### src/rtl/ofdm_cp_remover_if.sv
// Sample-stream bundle around the CP remover: i_* side from the Schmidl-Cox block, o_* side to the FFT.
interface ofdm_cp_remover_if #(
  parameter int WIDTH = 32
);
  logic [WIDTH-1:0] i_tdata;
  logic             i_tlast;
  logic             i_tvalid;
  logic             i_tready;
  logic [WIDTH-1:0] o_tdata;
  logic             o_tlast;
  logic             o_tvalid;
  logic             o_tready;

  modport slave (
    input  i_tdata, i_tlast, i_tvalid,
    output i_tready,
    output o_tdata, o_tlast, o_tvalid,
    input  o_tready
  );

  modport master (
    output i_tdata, i_tlast, i_tvalid,
    input  i_tready,
    input  o_tdata, o_tlast, o_tvalid,
    output o_tready
  );
endinterface

### src/rtl/ofdm_cp_remover.sv
// Strips the cyclic prefix from each OFDM symbol; zero-latency pass-through, input stalls only while body samples wait on o_tready.
// Define OFDM_CP_REMOVER_TIMING_ADVANCE_EN to start the FFT window `advance` samples early inside the CP.
module ofdm_cp_remover #(
  parameter int BASE         = 0,
  parameter int WIDTH        = 32,
  parameter int MAX_LEN_LOG2 = 10
) (
  input  logic                   clk,
  input  logic                   reset,
  input  logic                   clear,
  input  logic                   set_stb,
  input  logic [7:0]             set_addr,
  input  logic [31:0]            set_data,
  ofdm_cp_remover_if.slave       bus,
  output logic                   short_err,
  output logic                   long_err
);

  localparam int L = MAX_LEN_LOG2;
  typedef logic [L-1:0] len_t;

  localparam len_t       FFT_DEF = len_t'(64);
  localparam len_t       CP_DEF  = len_t'(16);
  localparam len_t       ONE     = len_t'(1);
  localparam logic [7:0] A_FFT   = 8'(BASE);
  localparam logic [7:0] A_CP    = 8'(BASE + 1);

`ifdef OFDM_CP_REMOVER_TIMING_ADVANCE_EN
  typedef enum logic [1:0] {S_CP, S_DATA, S_DRAIN, S_TAIL} state_t;
`else
  typedef enum logic [1:0] {S_CP, S_DATA, S_DRAIN} state_t;
`endif

  state_t r_state;
  state_t w_state_nxt;
  len_t   r_cnt;
  len_t   w_cnt_nxt;
  len_t   r_fft_set;
  len_t   r_cp_set;
  len_t   r_fft_len;
  len_t   r_cp_len;
  logic   r_short_err;
  logic   r_long_err;
  logic   w_short_nxt;
  logic   w_long_nxt;

  len_t   w_set_val;
  len_t   w_fft_fresh;
  len_t   w_cp_fresh;
  len_t   w_fft_eff;
  len_t   w_cp_eff;
  len_t   w_adv_eff;
  len_t   w_disc;
  len_t   w_fft_m1;
  logic   w_start;
  logic   w_data_phase;
  logic   w_xfer;
  logic   w_unused_set_data;

  assign w_set_val         = set_data[L-1:0];
  assign w_unused_set_data = ^set_data[31:L];

  // Settings as they stand this cycle, including a write landing right now.
  assign w_fft_fresh = (set_stb && (set_addr == A_FFT)) ? w_set_val : r_fft_set;
  assign w_cp_fresh  = (set_stb && (set_addr == A_CP))  ? w_set_val : r_cp_set;

  // At symbol start the fresh settings drive this cycle's decisions and get latched.
  assign w_start   = (r_state == S_CP) && (r_cnt == '0);
  assign w_fft_eff = w_start ? ((w_fft_fresh == '0) ? ONE : w_fft_fresh) : r_fft_len;
  assign w_cp_eff  = w_start ? w_cp_fresh : r_cp_len;

`ifdef OFDM_CP_REMOVER_TIMING_ADVANCE_EN
  localparam logic [7:0] A_ADV = 8'(BASE + 2);
  len_t r_adv_set;
  len_t r_adv_len;
  len_t w_adv_fresh;

  assign w_adv_fresh = (set_stb && (set_addr == A_ADV)) ? w_set_val : r_adv_set;
  assign w_adv_eff   = w_start ? ((w_adv_fresh > w_cp_fresh) ? w_cp_fresh : w_adv_fresh)
                               : r_adv_len;

  always_ff @(posedge clk) begin
    if (reset) begin
      r_adv_set <= '0;
      r_adv_len <= '0;
    end else begin
      r_adv_set <= w_adv_fresh;
      if (w_start) begin
        r_adv_len <= w_adv_eff;
      end
    end
  end
`else
  assign w_adv_eff = '0;
`endif

  assign w_disc   = w_cp_eff - w_adv_eff;
  assign w_fft_m1 = w_fft_eff - ONE;

  // A zero-length prefix puts S_CP straight into the body phase without a wasted cycle.
  assign w_data_phase = (r_state == S_DATA) || ((r_state == S_CP) && (w_disc == '0));

  assign bus.o_tdata  = WIDTH'(bus.i_tdata);
  assign bus.o_tvalid = w_data_phase & bus.i_tvalid;
  assign bus.o_tlast  = w_data_phase & ((r_cnt == w_fft_m1) | bus.i_tlast);
  assign bus.i_tready = w_data_phase ? bus.o_tready : 1'b1;
  assign w_xfer       = bus.i_tvalid & bus.i_tready;

  always_ff @(posedge clk) begin
    if (reset) begin
      r_fft_set <= FFT_DEF;
      r_cp_set  <= CP_DEF;
      r_fft_len <= FFT_DEF;
      r_cp_len  <= CP_DEF;
    end else begin
      r_fft_set <= w_fft_fresh;
      r_cp_set  <= w_cp_fresh;
      if (w_start) begin
        r_fft_len <= w_fft_eff;
        r_cp_len  <= w_cp_eff;
      end
    end
  end

  always_comb begin
    w_state_nxt = r_state;
    w_cnt_nxt   = r_cnt;
    w_short_nxt = 1'b0;
    w_long_nxt  = 1'b0;
    if (w_data_phase) begin
      if (w_xfer) begin
        w_cnt_nxt = '0;
        if (r_cnt == w_fft_m1) begin
`ifdef OFDM_CP_REMOVER_TIMING_ADVANCE_EN
          if (w_adv_eff != '0) begin
            w_short_nxt = bus.i_tlast;
            w_state_nxt = bus.i_tlast ? S_CP : S_TAIL;
          end else
`endif
          if (bus.i_tlast) begin
            w_state_nxt = S_CP;
          end else begin
            w_long_nxt  = 1'b1;
            w_state_nxt = S_DRAIN;
          end
        end else if (bus.i_tlast) begin
          w_short_nxt = 1'b1;
          w_state_nxt = S_CP;
        end else begin
          w_cnt_nxt   = r_cnt + ONE;
          w_state_nxt = S_DATA;
        end
      end
    end else begin
      case (r_state)
        S_CP: begin
          if (w_xfer) begin
            if (bus.i_tlast) begin
              w_short_nxt = 1'b1;
              w_cnt_nxt   = '0;
            end else if (r_cnt == (w_disc - ONE)) begin
              w_state_nxt = S_DATA;
              w_cnt_nxt   = '0;
            end else begin
              w_cnt_nxt = r_cnt + ONE;
            end
          end
        end
`ifdef OFDM_CP_REMOVER_TIMING_ADVANCE_EN
        S_TAIL: begin
          if (w_xfer) begin
            w_cnt_nxt = '0;
            if (r_cnt == (w_adv_eff - ONE)) begin
              w_long_nxt  = ~bus.i_tlast;
              w_state_nxt = bus.i_tlast ? S_CP : S_DRAIN;
            end else if (bus.i_tlast) begin
              w_short_nxt = 1'b1;
              w_state_nxt = S_CP;
            end else begin
              w_cnt_nxt = r_cnt + ONE;
            end
          end
        end
`endif
        S_DRAIN: begin
          if (w_xfer && bus.i_tlast) begin
            w_state_nxt = S_CP;
            w_cnt_nxt   = '0;
          end
        end
        default: ;
      endcase
    end
  end

  // Soft clear also swallows any transfer completing in the same cycle.
  always_ff @(posedge clk) begin
    if (reset || clear) begin
      r_state     <= S_CP;
      r_cnt       <= '0;
      r_short_err <= 1'b0;
      r_long_err  <= 1'b0;
    end else begin
      r_state     <= w_state_nxt;
      r_cnt       <= w_cnt_nxt;
      r_short_err <= w_short_nxt;
      r_long_err  <= w_long_nxt;
    end
  end

  assign short_err = r_short_err;
  assign long_err  = r_long_err;

endmodule

### src/flat_wrapper.sv
// flat-port wrapper written by rule: the top's interface ports become plain ports
module ofdm_cp_remover_flat 
#(
  parameter int BASE         = 0,
  parameter int WIDTH        = 32,
  parameter int MAX_LEN_LOG2 = 10
)
  (clk, reset, clear, set_stb, set_addr, set_data, short_err, long_err, bus_i_tdata, bus_i_tlast, bus_i_tvalid, bus_i_tready, bus_o_tdata, bus_o_tlast, bus_o_tvalid, bus_o_tready);
  ofdm_cp_remover_if #(.WIDTH(WIDTH)) bus_i ();
  input  logic clk;
  input  logic reset;
  input  logic clear;
  input  logic set_stb;
  input  logic [7:0] set_addr;
  input  logic [31:0] set_data;
  output logic short_err;
  output logic long_err;
  input wire logic [$bits(bus_i.i_tdata)-1:0] bus_i_tdata;
  input wire logic [$bits(bus_i.i_tlast)-1:0] bus_i_tlast;
  input wire logic [$bits(bus_i.i_tvalid)-1:0] bus_i_tvalid;
  output wire logic [$bits(bus_i.i_tready)-1:0] bus_i_tready;
  output wire logic [$bits(bus_i.o_tdata)-1:0] bus_o_tdata;
  output wire logic [$bits(bus_i.o_tlast)-1:0] bus_o_tlast;
  output wire logic [$bits(bus_i.o_tvalid)-1:0] bus_o_tvalid;
  input wire logic [$bits(bus_i.o_tready)-1:0] bus_o_tready;
  assign bus_i.i_tdata = bus_i_tdata;
  assign bus_i.i_tlast = bus_i_tlast;
  assign bus_i.i_tvalid = bus_i_tvalid;
  assign bus_i_tready = bus_i.i_tready;
  assign bus_o_tdata = bus_i.o_tdata;
  assign bus_o_tlast = bus_i.o_tlast;
  assign bus_o_tvalid = bus_i.o_tvalid;
  assign bus_i.o_tready = bus_o_tready;
  ofdm_cp_remover #(.BASE(BASE), .WIDTH(WIDTH), .MAX_LEN_LOG2(MAX_LEN_LOG2)) u_core (.clk(clk), .reset(reset), .clear(clear), .set_stb(set_stb), .set_addr(set_addr), .set_data(set_data), .bus(bus_i), .short_err(short_err), .long_err(long_err));
endmodule
### config.mk
export PLATFORM = sky130hd
export DESIGN_NAME = ofdm_cp_remover_flat
export DESIGN_NICKNAME = d
export VERILOG_FILES = /design/src/rtl/ofdm_cp_remover_if.sv /design/src/rtl/ofdm_cp_remover.sv /design/src/flat_wrapper.sv
export SDC_FILE = /design/constraint.sdc
export NUM_CORES = 1
export LEC_CHECK = 0
export BUFFER_PORTS_ARGS = -buffer_cell sky130_fd_sc_hd__buf_4
export CAP_MARGIN = 30
export CORE_UTILIZATION = 45
export DETAILED_ROUTE_END_ITERATION = 8
export HOLD_SLACK_MARGIN = 0.15
export PLACE_DENSITY = 0.78
export SLEW_MARGIN = 20
export SYNTH_ARGS = -nofsm -noshare
export SYNTH_HDL_FRONTEND = slang
export SYNTH_SLANG_ARGS = --single-unit
### constraint.sdc
create_clock -name clk -period 4.55 [get_ports clk]
set_clock_uncertainty 0.15 [all_clocks]
set_input_delay 0.2275 -clock clk [delete_from_list [all_inputs] [get_ports clk]]
set_output_delay 0.2275 -clock clk [all_outputs]
set_load 0.005 [all_outputs]
### Yosys cells after proc, flatten, opt, wreduce, memory -nomap -nowiden

Index checks and enable logic that the tools add are counted.

| word-level totals | value |
|---|---|
| bits in registers | 54 |
| input bits | 79 |
| output and inout bits | 37 |
| word-level logic and storage cells | 76 |

| operators by class | value |
|---|---|
| add/subtract/negate cells | 3 |
| equality and inequality tests | 10 |
| mux-type cells | 32 |
| bitwise gates (word level) | 7 |
| reductions and logical operators | 16 |

Operator list:

| operator | number |
|---|---|
| 10-bit 2-to-1 mux | 13 |
| 10-bit logical NOT | 3 |
| 10-bit equality test | 2 |
| 10-bit case mux with 2 select lines | 1 |
| 10-bit by 1-bit subtractor with 10-bit output (second input constant) | 2 |
| 2-bit 2-to-1 mux | 8 |
| 10-bit by 1-bit adder with 10-bit output (second input constant) | 1 |
| 1-bit 2-to-1 mux | 9 |
| 8-bit by 1-bit equality test with 1-bit output (second input constant) | 1 |
| 8-bit logical NOT | 1 |
| 3-bit by 2-bit != test with 1-bit output (second input constant) | 2 |
| 6-bit AND reduction | 1 |
| 1-bit logical AND | 5 |
| 2-bit case mux with 2 select lines | 1 |
| 4-bit AND reduction | 1 |
| 4-bit OR reduction | 1 |
| 1-bit bitwise AND | 3 |
| 3-bit by 1-bit != test with 1-bit output (second input constant) | 1 |
| 1-bit NOT | 3 |
| 3-bit nonzero test | 1 |
| 2-bit by 1-bit equality test with 1-bit output (second input constant) | 1 |
| 2-bit equality test (second input constant) | 1 |
| 2-bit logical NOT | 1 |
| 1-bit logical OR | 2 |
| 3 further kinds | 3 |

### Depth between registers and ports, before layout

Gate-level depths: netlist (run 1).

| logic depth | value |
|---|---|
| word-level depth | 13 |
| mapped depth | 19 |
| depth with buffers taken out | 16 |

### Worst setup path after synthesis (run 1)

Ideal clock, no wire load.

| timing path | value |
|---|---|
| kind | input to register |
| start | in set_addr[4] |
| end | reg u_core.r_cnt[1] |
| arrival time | 3.682 ns |
| required time | 4.266 ns |
| slack | 0.584 ns |
| stages | 16 |
| cell sequence | or4b_1 -> buf_6 -> nor3_4 -> mux2_1 -> mux2i_1 -> ha_1 -> nand4_1 -> a2111o_1 -> nand2_1 -> o2111ai_1 -> nor4_1 -> o311a_4 -> nor4b_2 -> buf_4 -> o211ai_2 -> a21oi_1 |

| on the way | value |
|---|---|
| cells in the longest elaborated chain, start to end | 12 |
| elaborated cells on any way between the ends | 32 |
| those cells by class | 2 x add/sub; 6 x eq/ne; 13 x mux; 1 x bitwise; 10 x reduce/logical |

RTL lines:

| what | RTL line | text |
|---|---|---|
| from (decl) | flat_wrapper.sv:14 | `input logic [7:0] set_addr;` |
| branches (longest 12 deep; another with 10-bit by 1-bit subtractor with 10-bit output) | - |  |
| to (signal assigned) | ofdm_cp_remover.sv:205 | `r_cnt <= w_cnt_nxt;` |
| to (decl) | ofdm_cp_remover.sv:36 | `len_t r_cnt;` |

Several ways; the timed one is not identified. The select of a mux whose other input is x is not followed.
A chain may end at the register's enable or synchronous reset.

### Worst setup path in the final report (run 1)

| timing path | value |
|---|---|
| start | reg u_core.r_cnt[0] |
| end | out bus_o_tlast |

| on the way | value |
|---|---|
| cells in the longest elaborated chain, start to end | 7 |
| elaborated cells on any way between the ends | 11 |
| those cells by class | 1 x add/sub; 1 x eq/ne; 2 x mux; 2 x bitwise; 5 x reduce/logical |

RTL lines:

| what | RTL line | text |
|---|---|---|
| 10-bit logical NOT | ofdm_cp_remover.sv:68 | `assign w_start = (r_state == S_CP) && (r_cnt == '0);` |
| 1-bit logical AND | ofdm_cp_remover.sv:68 |  |
| 10-bit 2-to-1 mux, on equally long branches | ofdm_cp_remover.sv:69, ofdm_cp_remover.sv:70 |  |
| 10-bit by 1-bit subtractor with 10-bit output or 10-bit logical NOT (tied branches) | ofdm_cp_remover.sv:98, ofdm_cp_remover.sv:101 |  |
| 10-bit equality test or 1-bit logical AND (tied branches) | ofdm_cp_remover.sv:105, ofdm_cp_remover.sv:101 |  |
| 1-bit OR or 1-bit logical OR (tied branches) | ofdm_cp_remover.sv:105, ofdm_cp_remover.sv:101 |  |
| 1-bit bitwise AND * | ofdm_cp_remover.sv:105 | `assign bus.o_tlast = w_data_phase & ((r_cnt == w_fft_m1) \| bus.i_tlast);` |
| to (decl) | flat_wrapper.sv:23 | `output wire logic [$bits(bus_i.o_tlast)-1:0] bus_o_tlast;` |

Every way passes the cells marked *; elsewhere a longest branch is shown, timed or not.

==> metrics.md, run 1 <==
| Metric | Value |
|---|---|
| Status | finished, violations left |
| Failing checks | DRC |
| Final Max Tran Viols | 0 |
| Post-Syn Instances | 512 |
| Max frequency | 228 MHz |
| Slowest-stage cell, CP | a2111o_1 |
| Final wirelength | approximately 12000 um |
| Main flop type after synthesis | dfxtp_1 |
| Post-layout min period | between 4 and 5 ns |
| Maximum root-to-sink buffer count | 2 |
| Tcrit/Tclk final | 0.965 |
| Most used cell, CP | ha_1 |
| CTS tree | done |
| Clk slew on worst S/H paths | 0.11 ns |
| CP endpoint kind | output port |
| Crit path largest cell delay | 0.44 ns |
| Mapped Nets | roughly 600 |
| Vias in the first global route | 3772 |
| I/O pin cnt | 116 |
| P per Cell Area | 202 nW/um^2 |
| Crit Path Category | register to output port |
| Critical Path Fanout Max | 9 |
| Largest net degree at the start of global routing | 43 |
| All-layer global routing usage | 0.247 |
| Vias per cell | ~6.5 |
| Post-Layout Cell Count | roughly 620 |
| Worst Hold Class | primary input to register |
| Hold Path Cell Cnt | 3 |
| Row cnt | 34 |
| Area growth, synth to finish | 7.38% |
| Worst-Margin Slew | 0.954 ns |
| Die width | approximately 100 um |
| Initial antenna violation count | 0 |
| Synth warn | 0 |
| CTS buffer count | 5 |
| Setup violators final | 0 |
| H-tree levels | 2 |
| Starting Density | 0.471 |
| R2r setup slk | 0.31 ns |
| Hold Path Sink | u_core.r_cp_set[6]$_SDFF_PP0_ |
| Setup Buffers After CTS | 0 |
| Worst R2R Start | u_core.r_cnt[0]$_SDFFE_PP0P_ |
| Cell taking the most area after synthesis | dfxtp_1 |
| Routed Antenna Nets | 0 |
| Worst path cell trace | inv_1 > ha_1 > nor4b_4 > nand3_2 > a21oi_2 > ha_1 > nand4_1 > a2111o_1 > nand2_1 > o2111ai_1 > nor4_1 > o311a_4 > o21bai_1 > buf_4 |
| P_leak | approximately 1.7 nW |
| 1st-pass router iterations | 7 |
| Port buffer count | 29 |
| Most frequent cell after synthesis | nor2_1 |
| Number of synthesized flops with an enable pin | 0 |
| Mapped Area | 4150 sq um |
| Area share of the largest cell type after synthesis | 0.260 |
| N_diodes | 0 |
| Hold wc startpoint | set_data[6] |
| DR WL/cell | 19.5 um |
| First-pass GRT wire length | 19100 um |
| Final net count | roughly 590 |
| Ys async rst share | 0 |
| Core area | 8810 sq um |
| Die height | 98.1 um |
| Placer Congestion | 0.921 |
| Placed cell count | 602 |
| CP required | about 4.2 ns |
| Worst Path Arrival | 4.01 ns |
| Max Cap Viol | 0 |
| Synth cell count leaders | nor2_1, dfxtp_1, buf_4, nand3_1 |
| Critical R2R Capture | u_core.r_cnt[6]$_SDFFE_PP0P_ |
| DPL Wire Length | 8940 um |
| Synthesized area per cell | 8.11 sq um |
| Insertion delay to the later sink of the worst-skew pair | 0.30 ns |
| DIE AREA | just under 10000 sq um |
| Worst setup SP type | register |
| Synth unique cells | 77 |
| Sequential share of the synthesized area | 0.260 |
| Utilization after layout | 0.506 |
| Flop and latch count out of synthesis | 54 |
| CTS root buffer | clkbuf_8 |
| Unrepaired setup endpoints after global routing | no |
| GRT overflow | 0 |
| Worst vdd ir | 0.117 mV |
| Final Hold Vio Count | 0 |
| Sink Count | 54 |
| Reg2Reg Depth | 16 |
| Via count | 3988 |
| Worst slew margin | 0.362 |
| Layout cell share with drive strength beyond 1 | 0.199 |
| DRC | 6 |
| Synth top area cells | dfxtp_1, buf_4, nor2_1 |
| DR iter-0 viols | between 300 and 400 |
cell usage in the layout (no fill, tap or decap), types with 3 or more instances in the layout:
master         synthesis  final
nand4_1               11     11
nor2b_1                7      7
nand3_2                2      3
a311oi_1               4      4
inv_1                 19     19
nor2_1                56     56
dlygate4sd3_1          0      6
or3_1                  5      5
a211oi_1              11     11
o211ai_1               9      9
o21ai_1                8      8
a31oi_1               19     19
xnor2_1               12     12
nor3_1                11     11
ha_1                   5      5
nand2_1               16     16
or2_2                  3      3
a21oi_1               18     17
o22ai_1                3      3
and2_1                 6      6
o31ai_1                5      5
nand3_1               25     24
clkbuf_8               0      6
xor2_1                 8      8
dfxtp_1               54     54
nand2b_1               5      5
o2111ai_1              3      3
nor4_1                22     22
o21ai_0               10     10
nor4b_4                1      3
mux2i_1               20     19
buf_4                 37     53
per-stage QoR:
stage               area, sq um  TNS [ns]  hold slack, ns  total power, mW  setup slack (ns)
finish                     4460         0           0.160            0.902             0.158
global route               4460         0           0.155            0.936            0.0173
CTS                        4410         0           0.153            0.903           0.00398
detailed placement         4250    -0.514           0.305            0.613           -0.0897
global placement           4240    -0.547           0.305            0.610           -0.0803
floorplan                  4150         0           0.217            0.590             0.584
flip-flops by register name (all words and copies together) (netlist names):
name,flops
u_core.r_state,2
u_core.r_cp_set,10
u_core.short_err,1
u_core.long_err,1
u_core.r_cnt,10
u_core.r_fft_set,10
u_core.r_cp_len,10
u_core.r_fft_len,10
layout make-up:
type	instances	area, sq um
fillers	819	4350
multi-input cells	366	2600
flip-flops and latches	54	1080
repair buffers	60	463
well taps	108	135
clock buffers	6	82.6
inverters	20	77.6
clock inverters	2	17.5
power by group:
part	leakage [nW]	internal, mW	switching, mW
clock	0.0514	0.126	0.165
sequential	0.436	0.477	0.00507
combinational	1.19	0.0510	0.0782
total	1.67	0.654	0.249
critical path: cells and delay by family, from the launching register on:
family	cells	cell delay (ns)
flops	1	0.37
compound gates	5	1.41
fa+ha+maj	2	0.44
simple gates	5	1.16
buf+inv	2	0.34
cells by family (layout without fill, tap and decap cells):
logic type | Yosys count | after routing | synth area share
xor gates and xnor gates | 20 | 20 | 0.0422
muxes | 23 | 23 | 0.0564
adders and majority gates | 5 | 5 | 0.0151
and+or+nand+nor | 191 | 191 | 0.259
DFF | 54 | 54 | 0.260
buffers and inverters | 92 | 88 | 0.126
AOI/OAI and AO/OA | 127 | 127 | 0.241
worst max path at each step:
stage / start / end / slack (ns) / depth (start not counted)
6_report: u_core.r_cnt[0]$_SDFFE_PP0P_ / bus_o_tlast / 0.16 / 14
5_1_grt: u_core.r_cnt[0]$_SDFFE_PP0P_ / bus_o_tlast / 0.02 / 14
4_1_cts: u_core.r_cnt[0]$_SDFFE_PP0P_ / bus_o_tlast / 0.004 / 14
3_5_place_dp: set_addr[4] / u_core.r_cnt[6]$_SDFFE_PP0P_ / -0.09 / 16
3_3_place_gp: u_core.r_cnt[0]$_SDFFE_PP0P_ / u_core.r_cnt[8]$_SDFFE_PP0P_ / -0.08 / 16
2_1_floorplan: set_addr[4] / u_core.r_cnt[1]$_SDFFE_PP0P_ / 0.58 / 16
routing by layer:
| layer | GRT usage | routed length [um] | vias to the layer above |
|---|---|---|---|
| met4 | 0.112 | 463 | 0 |
| met2 | 0.410 | 5700 | 208 |
| met1 | 0.319 | 4860 | 1882 |
| met5 | 0 | 0 | - |
| met3 | 0.0351 | 1000 | 43 |
| li1 | - | - | 1855 |
what timing repair did:
item	4_1_cts	5_1_grt
resized for setup	2	8
pin swaps	0	1
hold buffers	6	0
endpoints found under the hold margin	9	0
setup endpoints to repair	8	9
(Power assumes the default switching activity.)
==> run 2: changes to the inputs <==
Clock period 4.55 ns to 4.3 ns, I/O delays scaled along.
==> run 2 against run 1 <==
The flow still finishes with violations (DRC). Global-route usage is 0.81 points higher. Combinational power rose by 15%. Design area grew 5.0%. Total power up 7.5%. Critical endpoint unchanged. Register-to-register slack lost 0.13 ns. First-iteration DRC count is 41% higher. Sequential power rose by 5.8%. Utilization rose by 2.5 points. Via count rose by 5.1%.
==> metrics.md, run 2 (synthesized netlist as in run 1, its figures left out) <==
| Metric | Value |
|---|---|
| Status | finished, violations left |
| Failing checks | DRC |
| First-pass GRT wire length | around 20000 um |
| I/O pin cnt | between 100 and 150 |
| Final wirelength | 12400 um |
| Vias per cell | 6.55 |
| DIE AREA | just under 10000 sq um |
| Max Cap Viol | 0 |
| FF+latch area | roughly 1100 sq um |
| 1st-pass router iterations | 7 |
| Worst setup SP type | register |
| Crit Path Category | register to output port |
| DR WL/cell | 19.4 um |
| Total power | 0.970 mW |
| Area growth, synth to finish | 12.8% |
| P per Cell Area | roughly 210 nW/um^2 |
| Most common cell after layout, fill and taps aside | buf_4 |
| Worst Path Arrival | 3.82 ns |
| Placed Instance Area | 4340 sq um |
| Core area | 8810 sq um |
| Max frequency | 239 MHz |
| Worst slew margin | 0.371 |
| Final Cell Area | 4680 sq um |
| Via count | 4191 |
| Maximum root-to-sink buffer count | 2 |
| FILL cells | 767 |
| Most frequent cells in the layout | buf_4, nor2_1, dfxtp_1 |
| Hold WS | around 0.16 ns |
| H-tree levels | 2 |
| Worst path cell trace | nor4_1 > and3_4 > mux2i_4 > ha_2 > nand4_1 > a2111o_1 > nand2_1 > o2111ai_1 > nor4_2 > o311a_4 > o21bai_2 > buf_4 |
| Post-Layout Cell Count | between 600 and 700 |
| Worst vdd ir | between 0.1 and 0.15 mV |
| Worst Hold Class | primary input to register |
| Post-layout min period | around 4.2 ns |
| Initial antenna violation count | 0 |
| DR iter-0 viols | 469 |
| Insertion delay to the later sink of the worst-skew pair | between 0.3 and 0.4 ns |
| Final net count | around 620 |
| Sink Count | 54 |
| N_diodes | 0 |
| Final Max Tran Viols | 0 |
| Crit path largest cell delay | 0.58 ns |
| Placed cell count | 614 |
| CP endpoint kind | output port |
| Final Hold Vio Count | 0 |
| CTS tree | done |
| Row cnt | 34 |
| CTS root buffer | clkbuf_8 |
| All-layer global routing usage | 0.256 |
| CP required | 3.93 ns |
| DRC | 6 |
| CTS buffer count | 5 |
| Layout cell share with drive strength beyond 1 | 0.239 |
| Critical Path Fanout Max | 5 |
| Starting Density | 0.471 |
| Die width | about 98 um |
| Largest net degree at the start of global routing | 43 |
| Vias in the first global route | ~4k |
| Worst-Margin Slew | 0.939 ns |
| Slowest-stage cell, CP | nor4_1 |
| Clk slew on worst S/H paths | roughly 0.1 ns |
| Die height | about 98 um |
| GRT overflow | 0 |
| Tcrit/Tclk final | 0.974 |
| Multi-input logic area | 2630 sq um |
| Port buffer count | 29 |
| P_leak | 1.79 nW |
| Setup violators final | 0 |
| Placer Congestion | 0.885 |
| Routed Antenna Nets | 0 |
| DPL Wire Length | 8830 um |
==> run 2: changes by cell type in the layout (fill, tap and decap cells not counted), sizes merged <==
cell / before / now
buf: 54 / 73
dlygate4sd3: 6 / 10
clkinv: 2 / 0
clkbuf: 6 / 7
clkinvlp: 0 / 1
inv: 20 / 21
==> run 2: per-layer routing <==
metal | vias to the layer above | GRT usage | share of wire
li1 | 1902 | - | -
met1 | 1956 | 0.321 | 0.39
met2 | 258 | 0.418 | 0.46
met3 | 75 | 0.0379 | 0.083
met4 | 0 | 0.147 | 0.062
met5 | - | 0 | 0
==> run 2: final timing paths <==
| kind | startpoint | end | slack, ns | depth (start not counted) |
|---|---|---|---|---|
| min | set_data[5] | u_core.r_cp_set[5]$_SDFF_PP0_ | 0.16 | 3 |
| max reg2reg | u_core.r_cnt[9]$_SDFFE_PP0P_ | u_core.r_cnt[1]$_SDFFE_PP0P_ | 0.18 | 15 |
| max | u_core.r_cnt[9]$_SDFFE_PP0P_ | bus_o_tlast | 0.11 | 12 |
| min reg2reg | u_core.r_cp_set[7]$_SDFF_PP0_ | u_core.r_cp_set[7]$_SDFF_PP0_ | 0.37 | 2 |
==> run 2: area by class of cell <==
class | instances | share of cell area
Clock buffer | 6 | 0.0176
Clock inverter | 2 | 0.00347
Inverter | 20 | 0.0166
Multi-Input combinational cell | 366 | 0.563
Sequential cell | 54 | 0.231
Tap cell | 108 | 0.0289
Timing Repair Buffer | 84 | 0.140
==> run 2: what timing repair did <==
action / CTS / global route
endpoints found under the setup margin: 11 / 12
hold endpoints to repair: 11 / 0
hold buffers: 10 / 0
pin swaps: 0 / 3
gates resized for setup: 6 / 11
buffers inserted: 0 / 7
==> run 2: worst max-delay path: cells and delay by family, from the launching register on <==
family / cells / cell delay, ns
AOI/OAI and AO/OA: 4 / 1.07
adders and majority gates: 1 / 0.24
buffers and inverters: 1 / 0.14
DFF: 1 / 0.32
muxes: 1 / 0.26
and+or+nand+nor: 5 / 1.48
==> run 2: power by group <==
group / switching [mW] / internal, mW
clock network: 0.179 / 0.133
logic: 0.0863 / 0.0612
registers: 0.00536 / 0.504
total: 0.271 / 0.699
==> run 2: per-stage QoR <==
step / worst slack [ns] / setup TNS, ns / utilization
final: 0.111 / 0 / 0.532
after global routing: -0.0367 / -0.0416 / 0.532
after CTS: 0.0393 / 0 / 0.519
after detailed placement: -0.236 / -2.02 / 0.493
after global placement: -0.128 / -0.769 / 0.493
after floorplan: 0.346 / 0 / -
==> run 3: changes to the inputs <==
Settings changed: CORE_MARGIN set to 2.
==> run 3 against run 2 <==
The run now ends clean. Via count down 2.5%. Routed wire length fell by 1.0%. Worst setup slack improved by 0.093 ns. Design area down 1.7%. Critical path type unchanged. Highest routed layer unchanged.
==> metrics.md, run 3 (synthesized netlist as in run 1, its figures left out) <==
| Metric | Value |
|---|---|
| Status | finished clean |
| Clock power share | 0.357 |
| Combinational power share | 0.140 |
| Slowest-stage cell, CP | a2111o_1 |
| Insertion delay to the later sink of the worst-skew pair | 0.32 ns |
| Critical Path Fanout Max | 7 |
| Maximum root-to-sink buffer count | 2 |
| Initial antenna violation count | 0 |
| Worst R2R Start | u_core.r_cnt[0]$_SDFFE_PP0P_ |
| Post-layout min period | between 4 and 5 ns |
| Final wirelength | 12300 um |
| Vias in the first global route | 3813 |
| Worst vdd ir | 0.122 mV |
| DR WL/cell | 19.5 um |
| N_diodes | 0 |
| Die height | 100 um |
| DR iter-0 viols | 403 |
| All-layer global routing usage | 0.241 |
| Worst Hold Class | primary input to register |
| Psw | approximately 0.27 mW |
| Vias per cell | between 6 and 7 |
| Critical R2R Capture | u_core.r_cnt[5]$_SDFFE_PP0P_ |
| Tcrit/Tclk final | 0.953 |
| CP required | 3.93 ns |
| GRT overflow | 0 |
| Sink Count | 54 |
| Via count | 4087 |
| CTS root buffer | clkbuf_8 |
| P per Cell Area | around 220 nW/um^2 |
| Layout cell share with drive strength beyond 1 | 0.221 |
| Placed Instance Area | 4300 sq um |
| FILL cells | 854 |
| Post-Layout Cell Count | 631 |
| Worst slew margin | 0.395 |
| Clk slew on worst S/H paths | approximately 0.11 ns |
| I/O pin cnt | roughly 120 |
| Crit path from | u_core.r_cnt[0]$_SDFFE_PP0P_ |
| Utilization after layout | 0.505 |
| Setup violators final | 0 |
| FF+latch area | 1080 sq um |
| Row cnt | 35 |
| Internal power | between 0.7 and 0.8 mW |
| Most common cell after layout, fill and taps aside | buf_4 |
| R2r setup slk | around 0.22 ns |
| Max Cap Viol | 0 |
| H-tree levels | 2 |
| P_leak | roughly 1.7 nW |
| Placer Congestion | 0.943 |
| CTS buffer count | 5 |
| CTS tree | done |
| Worst path depth | 14 |
| Delay-heaviest family, CP | compound AO/OA/AOI/OAI gates |
| Area growth, synth to finish | 10.8% |
| DRC | 0 |
| Worst setup SP type | register |
| 1st-pass router iterations | 5 |
| Most frequent cells in the layout | buf_4, nor2_1, dfxtp_1 |
| Multi-input logic area | between 2000 and 3000 sq um |
| Placed cell count | 612 |
| CP endpoint kind | output port |
| Max frequency | about 240 MHz |
| First-pass GRT wire length | 19300 um |
| Die width | 100 um |
| Port buffer count | 29 |
| Core area | roughly 9100 sq um |
| Worst-Margin Slew | 0.904 ns |
| Largest net degree at the start of global routing | 43 |
| Total power | 1.01 mW |
| Sw Share | 0.272 |
| Starting Density | 0.456 |
| Final Max Tran Viols | 0 |
| Crit path largest cell delay | about 0.44 ns |
| Routed Antenna Nets | 0 |
| Final Cell Area | 4600 sq um |
| DPL Wire Length | 8970 um |
| CP bufs+invs | 2 |
| Final Hold Vio Count | 0 |
| Crit Path Category | register to output port |
| Reg2Reg Depth | 16 |
| Worst path cell trace | inv_1 > ha_1 > nor4b_4 > and3_4 > mux2i_4 > ha_2 > nand4_1 > a2111o_1 > nand2_1 > o2111ai_1 > nor4_2 > o311a_4 > o21bai_1 > buf_4 |
| Worst setup path end | bus_o_tlast |
| DIE AREA | 10000 sq um |
| Final net count | around 600 |
| Worst Path Arrival | about 3.7 ns |
| Unrepaired setup endpoints after global routing | no |
| Seq pwr share | 0.504 |
run 3: per-layer routing:
metal / GRT usage / up-vias / routed length (um) / part of all wire
met3: 0.0432 / 22 / 1160 / 0.094
met5: 0 / - / 0 / 0
met4: 0.0769 / 0 / 263 / 0.021
met2: 0.390 / 231 / 5660 / 0.46
li1: - / 1885 / - / -
met1: 0.327 / 1949 / 5240 / 0.43
run 3: worst reg2reg max path: stages, from the launching register on:
cell and delay [ns]:
dfxtp_1 0.38, inv_1 0.09, ha_1 0.18, nor4b_4 0.25
and3_4 0.32, mux2i_4 0.28, ha_2 0.23, nand4_1 0.09
a2111o_1 0.44, nand2_1 0.13, o2111ai_1 0.15, nor4_2 0.26
o311a_4 0.30, nor4b_2 0.09, buf_2 0.19, nor2_2 0.29
o211ai_1 0.15
run 3: worst min-delay path by stage:
stage | slack [ns] | to | from | depth (start not counted)
2_1_floorplan | 0.20 | u_core.r_fft_set[8]$_SDFF_PP0_ | set_data[8] | 2
3_3_place_gp | 0.28 | bus_o_tdata[12] | bus_i_tdata[12] | 0
3_5_place_dp | 0.28 | bus_o_tdata[12] | bus_i_tdata[12] | 0
4_1_cts | 0.16 | u_core.r_cnt[0]$_SDFFE_PP0P_ | bus_i_tlast | 4
5_1_grt | 0.17 | u_core.r_cp_set[7]$_SDFF_PP0_ | set_addr[0] | 3
6_report | 0.16 | u_core.short_err$_SDFF_PP0_ | bus_i_tlast | 3
run 3: area by class of cell:
cell class | instances | area share
clock buffer | 5 | 0.0150
clock inverter | 3 | 0.00952
inverter | 20 | 0.0169
multi-input combinational | 366 | 0.572
sequential | 54 | 0.235
tap | 111 | 0.0302
timing repair buffer | 72 | 0.122
run 3: per-stage QoR:
stage | setup slack (ns) | setup TNS, ns | hold WS, ns
2_1_floorplan | 0.346 | 0 | 0.205
3_3_place_gp | -0.154 | -1.17 | 0.280
3_5_place_dp | -0.222 | -1.53 | 0.280
4_1_cts | 0.0733 | 0 | 0.157
5_1_grt | 0.00302 | 0 | 0.170
6_report | 0.204 | 0 | 0.159
run 3: power groups by stage:
stage / registers (mW) / logic, mW / clock network, mW
after floorplan: 0.519 / 0.105 / 0
after global placement: 0.521 / 0.126 / 0
after detailed placement: 0.521 / 0.128 / 0
after CTS: 0.509 / 0.136 / 0.365
after global routing: 0.511 / 0.150 / 0.384
final: 0.510 / 0.141 / 0.361
run 3: timing repair:
item,CTS,global route
pin swaps,0,3
setup endpoints to repair,9,9
hold buffers,9,0
gates cloned,0,0
gates resized for setup,5,10
endpoints found under the hold margin,14,0
buffers inserted,0,2
